File: src/rtl/output_snapshot_pingpong_pkg.sv
// Shared definitions for the snapshot ping-pong buffer: per-kind defaults,
// bank-select encoding and the buffer read latency.
package output_snapshot_pingpong_pkg;

  // Defaults per instance kind
  localparam int GATE_N_CH   = 8;
  localparam int GATE_DATA_W = 1;
  localparam int SRC_N_CH    = 8;
  localparam int SRC_DATA_W  = 32;

  // Registered buffer read: data appears one cycle after the address
  localparam int RD_LAT = 1;

  // Bank-select encoding, MSB of the buffer address
  typedef enum logic {
    BANK_0 = 1'b0,
    BANK_1 = 1'b1
  } bank_e;

  function automatic bank_e bank_flip(input bank_e b);
    return (b == BANK_0) ? BANK_1 : BANK_0;
  endfunction

endpackage

File: src/rtl/output_snapshot_pingpong_seq_addr_counter.sv
// Sequential address counter: a start strobe launches a run 0..N-1, one
// step per cycle; busy is high for the whole run, last on the final step.
module output_snapshot_pingpong_seq_addr_counter #(
  parameter int N = 8,
  parameter int W = 3
) (
  input  logic         clk,
  input  logic         rst,
  input  logic         start,
  output logic         busy,
  output logic [W-1:0] cnt,
  output logic         last
);

  localparam logic [W-1:0] CNT_LAST = W'(N - 1);

  logic         busy_q, busy_d;
  logic [W-1:0] cnt_q, cnt_d;

  // Next-state: run to CNT_LAST then idle; start is ignored while busy
  always_comb begin
    busy_d = busy_q;
    cnt_d  = cnt_q;
    if (busy_q) begin
      if (cnt_q == CNT_LAST) begin
        busy_d = 1'b0;
        cnt_d  = '0;
      end else begin
        cnt_d = cnt_q + 1'b1;
      end
    end else if (start) begin
      busy_d = 1'b1;
      cnt_d  = '0;
    end
  end

  // Counter state register
  always_ff @(posedge clk or posedge rst) begin
    if (rst) begin
      busy_q <= 1'b0;
      cnt_q  <= '0;
    end else begin
      busy_q <= busy_d;
      cnt_q  <= cnt_d;
    end
  end

  assign busy = busy_q;
  assign cnt  = cnt_q;
  assign last = busy_q && (cnt_q == CNT_LAST);

endmodule

File: src/rtl/output_snapshot_pingpong.sv
// Multi-channel output snapshot buffer. A step strobe latches all channels
// into a shadow register, which is serialised into one bank of a two-bank
// RAM. A host request streams the newest committed bank, one word per cycle,
// while the next snapshot may be written into the other bank.
module output_snapshot_pingpong
  import output_snapshot_pingpong_pkg::*;
#(
  parameter int N_CH   = SRC_N_CH,
  parameter int DATA_W = SRC_DATA_W,
  parameter int ADDR_W = 3
) (
  input  logic                     clk,
  input  logic                     rst,
  input  logic                     sta,
  input  logic [N_CH*DATA_W-1:0]   in_data,
  input  logic                     exchange_req,
  input  logic                     clr_flags,
  output logic [DATA_W-1:0]        out_data,
  output logic [ADDR_W-1:0]        out_addr,
  output logic                     out_valid,
  output logic                     out_last,
  output logic                     out_stale,
  output logic                     wr_busy,
  output logic                     rd_busy,
  output logic                     snap_ready,
  output logic                     overrun,
  output logic                     req_drop
);

  localparam int DEPTH = 2 * (2 ** ADDR_W);

  // Engine counters
  logic              wr_cnt_busy, wr_cnt_last;
  logic [ADDR_W-1:0] wr_cnt;
  logic              rd_cnt_busy, rd_cnt_last;
  logic [ADDR_W-1:0] rd_cnt;

  // Control state
  logic [N_CH*DATA_W-1:0] shadow_q, shadow_d;
  bank_e                  wr_bank_q, wr_bank_d;
  bank_e                  commit_bank_q, commit_bank_d;
  bank_e                  rd_bank_q, rd_bank_d;
  logic                   have_snap_q, have_snap_d;
  logic                   snap_ready_q, snap_ready_d;
  logic                   stale_q, stale_d;
  logic                   overrun_q, overrun_d;
  logic                   req_drop_q, req_drop_d;
  logic                   out_valid_q, out_valid_d;
  logic [ADDR_W-1:0]      out_addr_q, out_addr_d;
  logic                   out_last_q, out_last_d;

  // Buffer
  logic [DATA_W-1:0] mem [DEPTH];
  logic [DATA_W-1:0] rd_data_q;
  logic [ADDR_W:0]   wr_addr, rd_addr;

  logic sta_accept, req_accept, rd_busy_int;

  // The read engine stays busy until its last word has left the RAM register
  assign rd_busy_int = rd_cnt_busy || out_valid_q;

  // A write may not start into the bank currently being streamed
  assign sta_accept = sta && !wr_cnt_busy && !(rd_busy_int && (rd_bank_q == wr_bank_q));
  assign req_accept = exchange_req && !rd_busy_int && have_snap_q;

  output_snapshot_pingpong_seq_addr_counter #(.N(N_CH), .W(ADDR_W)) u_wr_cnt (
    .clk   (clk),
    .rst   (rst),
    .start (sta_accept),
    .busy  (wr_cnt_busy),
    .cnt   (wr_cnt),
    .last  (wr_cnt_last)
  );

  output_snapshot_pingpong_seq_addr_counter #(.N(N_CH), .W(ADDR_W)) u_rd_cnt (
    .clk   (clk),
    .rst   (rst),
    .start (req_accept),
    .busy  (rd_cnt_busy),
    .cnt   (rd_cnt),
    .last  (rd_cnt_last)
  );

  // Next-state for capture, commit, stream bookkeeping, sticky flags and output stage
  always_comb begin
    shadow_d      = shadow_q;
    wr_bank_d     = wr_bank_q;
    commit_bank_d = commit_bank_q;
    rd_bank_d     = rd_bank_q;
    have_snap_d   = have_snap_q;
    snap_ready_d  = snap_ready_q;
    stale_d       = stale_q;
    overrun_d     = overrun_q;
    req_drop_d    = req_drop_q;

    // Shadow holds the snapshot; it shifts down one word per write so the
    // word to store is always in the low slice
    if (sta_accept) begin
      shadow_d = in_data;
    end else if (wr_cnt_busy) begin
      shadow_d = shadow_q >> DATA_W;
    end

    // A request sees the pre-commit state, so clear before the commit sets
    if (req_accept) begin
      rd_bank_d    = commit_bank_q;
      stale_d      = !snap_ready_q;
      snap_ready_d = 1'b0;
    end

    if (wr_cnt_last) begin
      commit_bank_d = wr_bank_q;
      wr_bank_d     = bank_flip(wr_bank_q);
      have_snap_d   = 1'b1;
      snap_ready_d  = 1'b1;
    end

    // Sticky flags: a same-cycle set overrides the clear
    if (clr_flags) begin
      overrun_d  = 1'b0;
      req_drop_d = 1'b0;
    end
    if (sta && !sta_accept) begin
      overrun_d = 1'b1;
    end
    if (exchange_req && !req_accept) begin
      req_drop_d = 1'b1;
    end

    // Output stage aligned with the registered RAM read
    out_valid_d = rd_cnt_busy;
    out_addr_d  = rd_cnt_busy ? rd_cnt : '0;
    out_last_d  = rd_cnt_last;
  end

  // Control and output registers
  always_ff @(posedge clk or posedge rst) begin
    if (rst) begin
      shadow_q      <= '0;
      wr_bank_q     <= BANK_0;
      commit_bank_q <= BANK_0;
      rd_bank_q     <= BANK_0;
      have_snap_q   <= 1'b0;
      snap_ready_q  <= 1'b0;
      stale_q       <= 1'b0;
      overrun_q     <= 1'b0;
      req_drop_q    <= 1'b0;
      out_valid_q   <= 1'b0;
      out_addr_q    <= '0;
      out_last_q    <= 1'b0;
    end else begin
      shadow_q      <= shadow_d;
      wr_bank_q     <= wr_bank_d;
      commit_bank_q <= commit_bank_d;
      rd_bank_q     <= rd_bank_d;
      have_snap_q   <= have_snap_d;
      snap_ready_q  <= snap_ready_d;
      stale_q       <= stale_d;
      overrun_q     <= overrun_d;
      req_drop_q    <= req_drop_d;
      out_valid_q   <= out_valid_d;
      out_addr_q    <= out_addr_d;
      out_last_q    <= out_last_d;
    end
  end

  assign wr_addr = {wr_bank_q, wr_cnt};
  assign rd_addr = {rd_bank_q, rd_cnt};

  // Simple dual-port buffer: one write port, one registered read port
  always_ff @(posedge clk) begin
    if (wr_cnt_busy) begin
      mem[wr_addr] <= shadow_q[DATA_W-1:0];
    end
    rd_data_q <= mem[rd_addr];
  end

  assign out_data   = out_valid_q ? rd_data_q : '0;
  assign out_addr   = out_addr_q;
  assign out_valid  = out_valid_q;
  assign out_last   = out_last_q;
  assign out_stale  = stale_q && rd_busy_int;
  assign wr_busy    = wr_cnt_busy;
  assign rd_busy    = rd_busy_int;
  assign snap_ready = snap_ready_q;
  assign overrun    = overrun_q;
  assign req_drop   = req_drop_q;

endmodule

File: config.mk
export PLATFORM = sky130hd
export DESIGN_NAME = output_snapshot_pingpong
export DESIGN_NICKNAME = d
export VERILOG_FILES = /design/src/rtl/output_snapshot_pingpong_pkg.sv /design/src/rtl/output_snapshot_pingpong_seq_addr_counter.sv /design/src/rtl/output_snapshot_pingpong.sv
export SDC_FILE = /design/constraint.sdc
export NUM_CORES = 1
export LEC_CHECK = 0
export BUFFER_PORTS_ARGS = -buffer_cell sky130_fd_sc_hd__buf_2
export CAP_MARGIN = 20
export CELL_PAD_IN_SITES_DETAIL_PLACEMENT = 0
export CELL_PAD_IN_SITES_GLOBAL_PLACEMENT = 1
export CORE_MARGIN = 1
export CORE_UTILIZATION = 53
export DETAILED_ROUTE_END_ITERATION = 8
export PLACE_DENSITY_LB_ADDON = 0.3
export SYNTH_ARGS = -nofsm -noshare
export SYNTH_HDL_FRONTEND = slang
export SYNTH_SLANG_ARGS = --single-unit
File: constraint.sdc
create_clock -name clk -period 19.68 [get_ports clk]
set_clock_uncertainty 0.2 [all_clocks]
set_input_delay 2.952 -clock clk [delete_from_list [all_inputs] [get_ports clk]]
set_output_delay 2.952 -clock clk [all_outputs]
set_load 0.005 [all_outputs]
# Yosys cells after proc, flatten, opt, wreduce, memory -nomap -nowiden
# Memories as Yosys holds them, arrays and structs flattened. A register that Yosys moved wholly into a read port is not among the register bits.
# Index checks and enable logic that the tools add are counted.
# totals
elab_cells	68
ram_bits	512
ff_bits	277
n_memories	1
input_bits	261
# classes
n_addsub	2
eq_ne	3
mux	24
reduce_logical	22
# mem_list
memory	depth	width	rd	rd_clocked_by_memory_dff	write_ports	line_no	rtl
mem	16	32	1	1	1	output_snapshot_pingpong.sv:53	logic [DATA_W-1:0] mem [DEPTH];
# op_table
operator	n
2-to-1 mux 256 bit	2
2-to-1 mux 32 bit	1
2-to-1 mux 3 bit	7
2-to-1 mux 1 bit	14
logical AND 1 bit	10
nonzero test 2 bit	5
adder 3 x 1 -> 3 bit (second input constant)	2
== test 3 bit (second input constant)	2
logical NOT 1 bit	6
== test 1 bit	1
logical OR 1 bit	1

# Longest topological paths before layout
# depth
ltp_word	7
mapped_depth	7
ltp_nobuf	4

# Hierarchy
# A second synthesis with hierarchy kept.
# hier_totals
hier_cells	2315
area_unflattened_um2	33867.5
# by_module_without_submodules
mod	area_each_um2	cells_each	n_inst	seq_area_each_um2
output_snapshot_pingpong	33489.6	2283	1	22746.8
output_snapshot_pingpong_seq_addr_counter	188.9	16	2	100.1

# Worst setup path after synthesis
# Ideal clock, no wire load.
# synth_path
path_type	flip-flop to output port
start	register out_valid_q (netlist: out_valid)
end	output port out_stale
stages_incl_launch_ff	6
t_required_ns	16.528
arrival_time_ns	1.470
path_slack_ns	15.058
cell_sequence	dfrtp_1 > nor2_1 > buf_2 > buf_1 > buf_1 > nor2b_1
# synth_via
elab_chain_len	2
# synth_rtl
item	line_no	rtl
start, declared	output_snapshot_pingpong.sv:48	logic out_valid_q, out_valid_d;
start signal, assigned	output_snapshot_pingpong.sv:161	out_valid_q <= out_valid_d;
logical OR 1 bit	output_snapshot_pingpong.sv:60	assign rd_busy_int = rd_cnt_busy || out_valid_q;
logical AND 1 bit	output_snapshot_pingpong.sv:182	assign out_stale = stale_q && rd_busy_int;
end, declared	output_snapshot_pingpong.sv:22	output logic out_stale,
# Every way passes these cells.

# Worst setup path in the final report
# layout_path
start	input port sta
end	register shadow_q[211]
# layout_via
elab_chain_len	3
# layout_rtl
item	line_no	rtl
start, declared	output_snapshot_pingpong.sv:14	input logic sta,
logical AND 1 bit * (2 in series)	output_snapshot_pingpong.sv:63	assign sta_accept = sta && !wr_cnt_busy && !(rd_busy_int && (rd_bank_q == wr_bank_q));
2-to-1 mux 256 bit or nonzero test 2 bit (tied branches)	-	
end signal, assigned	output_snapshot_pingpong.sv:152	shadow_q <= shadow_d;
end, declared	output_snapshot_pingpong.sv:39	logic [N_CH*DATA_W-1:0] shadow_q, shadow_d;
# Mark *: on every way between the ends. The rest lies on a longest branch, timed or not.
# A chain may end at the register's enable or synchronous reset.

==> metrics <==
DRC 0; detailed placement HPWL between 50 and 60 mm; Cell Area, Synth approximately 34000 µm²; worst hold start have_snap_q; library cells used by synthesis 31; reg2reg path depth 6; Worst path max stage delay ~0.85 ns; critical path, cell by cell buf_2, nor2b_4, buf_4, o21a_4, buf_4, buf_4, o311ai_0; status finished clean; Post-DP Area around 36000 µm²; Critical Path RT ~20 ns; Buffers on Ports approximately 300; dpl ws around 13 ns; Post-CTS Hold Buffers 0; Cells after DPL between 3000 and 4000; vias in the first global route around 21000; full die area around 65000 µm²; starting density of the core 0.5365; worst r2r dst shadow_q[211]; core box area between 60000 and 70000 µm²; Routed WL per cell about 25 µm; actual slew at the worst max-slew pin roughly 1.3 ns; Net Count, Synth 2591; Initial DRC Count approximately 2100; Synth Register Bits between 800 and 900; Hold Path Class flip-flop to flip-flop; worst hold stages 1; io pins a little over 300; Cells after Synth about 2300; worst-path maximum fanout between 90 and 100; final setup vio count 0; Routed Wire Length 88.01 mm; # rows approximately 90; share of layout cells above drive strength 1 0.2525; clock tree buffer depth 3; nets roughly 2800; Hold Fails Final Rpt 0; worst setup margin 13.57 ns; routed vias between 20000 and 25000; Final Cycle Share 0.3103; flop2flop setup slack ~15 ns; max frequency ~160 MHz; kind of cell adding the most delay to the critical path buffers and inverters; hold slack roughly 0.27 ns; WHS Endpoint have_snap_q; GRT overflow 0; final period demand of the worst path 6.106 ns; Antenna Nets Post-Route 0; Startpoint Class primary input; initial antenna violation count 25; global-route wire length before repair roughly 130 mm; RSZ-0062 raised after global routing false; routability cong. just under 0.9; Synth top area share 0.4543; vias per cell between 6 and 7; Die Y between 200 and 300 µm; sequential-to-total area share from yosys stat 0.6781; Slowest-stage cell, CP buf_4; Setup crit end kind flip-flop; largest net degree at the start of global routing roughly 240; design area 38950 µm²; clk sinks 821; CP arrival 6.35 ns; max-cap violations 0; Skew-Pair Late Insertion Delay around 0.63 ns; Area growth, synth to finish 15.10%; leak pwr between 10 and 15 nW; Layout Cells excl Fill 3468; WP buf/inv 4; TritonCTS Buffers 82; Root Driver clkbuf_16; Fillers between 4000 and 5000; Clock transition at path regs 0.06 ns; Worst Setup Path Type primary input to flip-flop; YS warnings 0; Final Max Slew Viols 0; Reg2Reg Launch Point u_wr_cnt.busy; TritonCTS clock tree yes; Slew headroom 0.1599; Levels on crit path 7; largest cells by area after synthesis edfxtp_1 (45%), dfrtp_1 (20%), mux4_2 (8.5%); Sum Neg Setup Slack 0 ns; H-tree depth 3; PwrDens ~160 nW/µm²; CP most frequent cell buf_4; Max VDD drop between 0.0002 and 0.00025 V; post-cts sizing count 0; buffer count from post-CTS setup fixing 0; chip width ~250 µm; router iterations before antenna repair 5; syn avg cell area between 10 and 15 µm²; leading area contributor after synthesis edfxtp_1; Overall Global Routing Usage 0.2762
## cell families after synthesis
logic type,after synthesis,synth area share
AOI/OAI and AO/OA,524,0.1242
and+or+nand+nor,371,0.04740
DFF,821,0.6781
muxes,162,0.09650
xor gates and xnor gates,2,0.0007396
adders and majority gates,7,0.002588
buffers and inverters,436,0.05054
## worst max-delay path by stage
| stage | from | to | slack (ns) |
|---|---|---|---|
| floorplan | rst | commit_bank_q | 8.89 |
| global placement | sta | shadow_q[197] | 13.14 |
| detailed placement | sta | shadow_q[211] | 13.02 |
| CTS | sta | shadow_q[211] | 13.68 |
| global route | sta | shadow_q[222] | 13.39 |
| finish | sta | shadow_q[211] | 13.57 |
## report_power, final
group / total [mW] / internal [mW] / switching [mW]
combinational: 1.81 / 0.705 / 1.11
clock: 1.57 / 0.908 / 0.659
sequential: 2.86 / 2.44 / 0.415
total: 6.24 / 4.05 / 2.18
## registers in the layout, indices dropped and copies added, names as in the netlist
name / count
mem: 512
u_wr_cnt.busy: 1
have_snap_q: 1
rd_data_q: 32
overrun: 1
commit_bank_q: 1
out_valid: 1
out_addr: 3
u_rd_cnt.busy: 1
u_wr_cnt.cnt: 3
wr_bank_q: 1
shadow_q: 256
req_drop: 1
out_last: 1
rd_bank_q: 1
stale_q: 1
u_rd_cnt.cnt: 3
snap_ready: 1
## layer usage
metal | part of all wire | global-route usage | vias to the layer above
li1 | - | - | 9372
met1 | 0.41 | 0.3756 | 10810
met2 | 0.49 | 0.4456 | 802
met3 | 0.069 | 0.05491 | 168
met4 | 0.031 | 0.09923 | 32
met5 | 0.0026 | 0 | -
## metrics by stage
step,util,power (mW)
finish,0.6175,6.236
global route,0.6174,6.542
CTS,0.6152,6.243
detailed placement,0.5723,4.670
global placement,0.5707,4.585
floorplan,-,4.005
## cells in the mapped netlist
cell type / count
nand2_1: 273
xor2_2: 1
nor3_1: 4
clkbuf_1: 159
buf_1: 10
or3_1: 1
nor2_1: 14
o21ai_0: 6
nand4bb_1: 1
dfrtp_1: 277
buf_2: 26
nand3b_1: 1
mux2_2: 34
o311ai_0: 123
xnor2_1: 1
buf_4: 11
nor2b_1: 36
o211ai_1: 224
o31ai_1: 2
and2_1: 37
a22o_1: 2
o21a_1: 1
mux4_2: 128
o311ai_1: 101
a22oi_1: 64
nand2b_1: 4
edfxtp_1: 512
o21ai_2: 1
ha_1: 7
inv_1: 230
dfxtp_1: 32
## layout make-up
type	instances	area (µm²)	area share
Sequential cell	821	22960	0.5894
Multi-Input combinational cell	1066	9325	0.2394
Clock buffer	106	2265	0.05814
Tap cell	846	1059	0.02717
Inverter	230	870.8	0.02236
Timing Repair Buffer	345	2012	0.05165
Clock inverter	46	442.9	0.01137
Antenna cell	8	20.02	0.0005139
## layout by cell type, fill, tap and decap left out, drive strengths merged, types with 14 or more instances in the layout
cell,n
dfxtp,32
mux2,34
nor2b,36
edfxtp,512
and2,37
o211ai,224
nand2,273
dfrtp,277
clkbuf,106
clkinv,33
nor2,14
inv,235
buf,345
mux4,128
o311ai,224
a22oi,64
## worst reg2reg max path, cell delays in order (launching register included)
cell      delay [ns]
dfrtp_4         0.79
nor2b_4         0.21
buf_4           0.56
o21a_4          0.69
buf_4           0.77
buf_4           0.88
o311ai_0        0.30
Power figures use the tool's default switching activity.
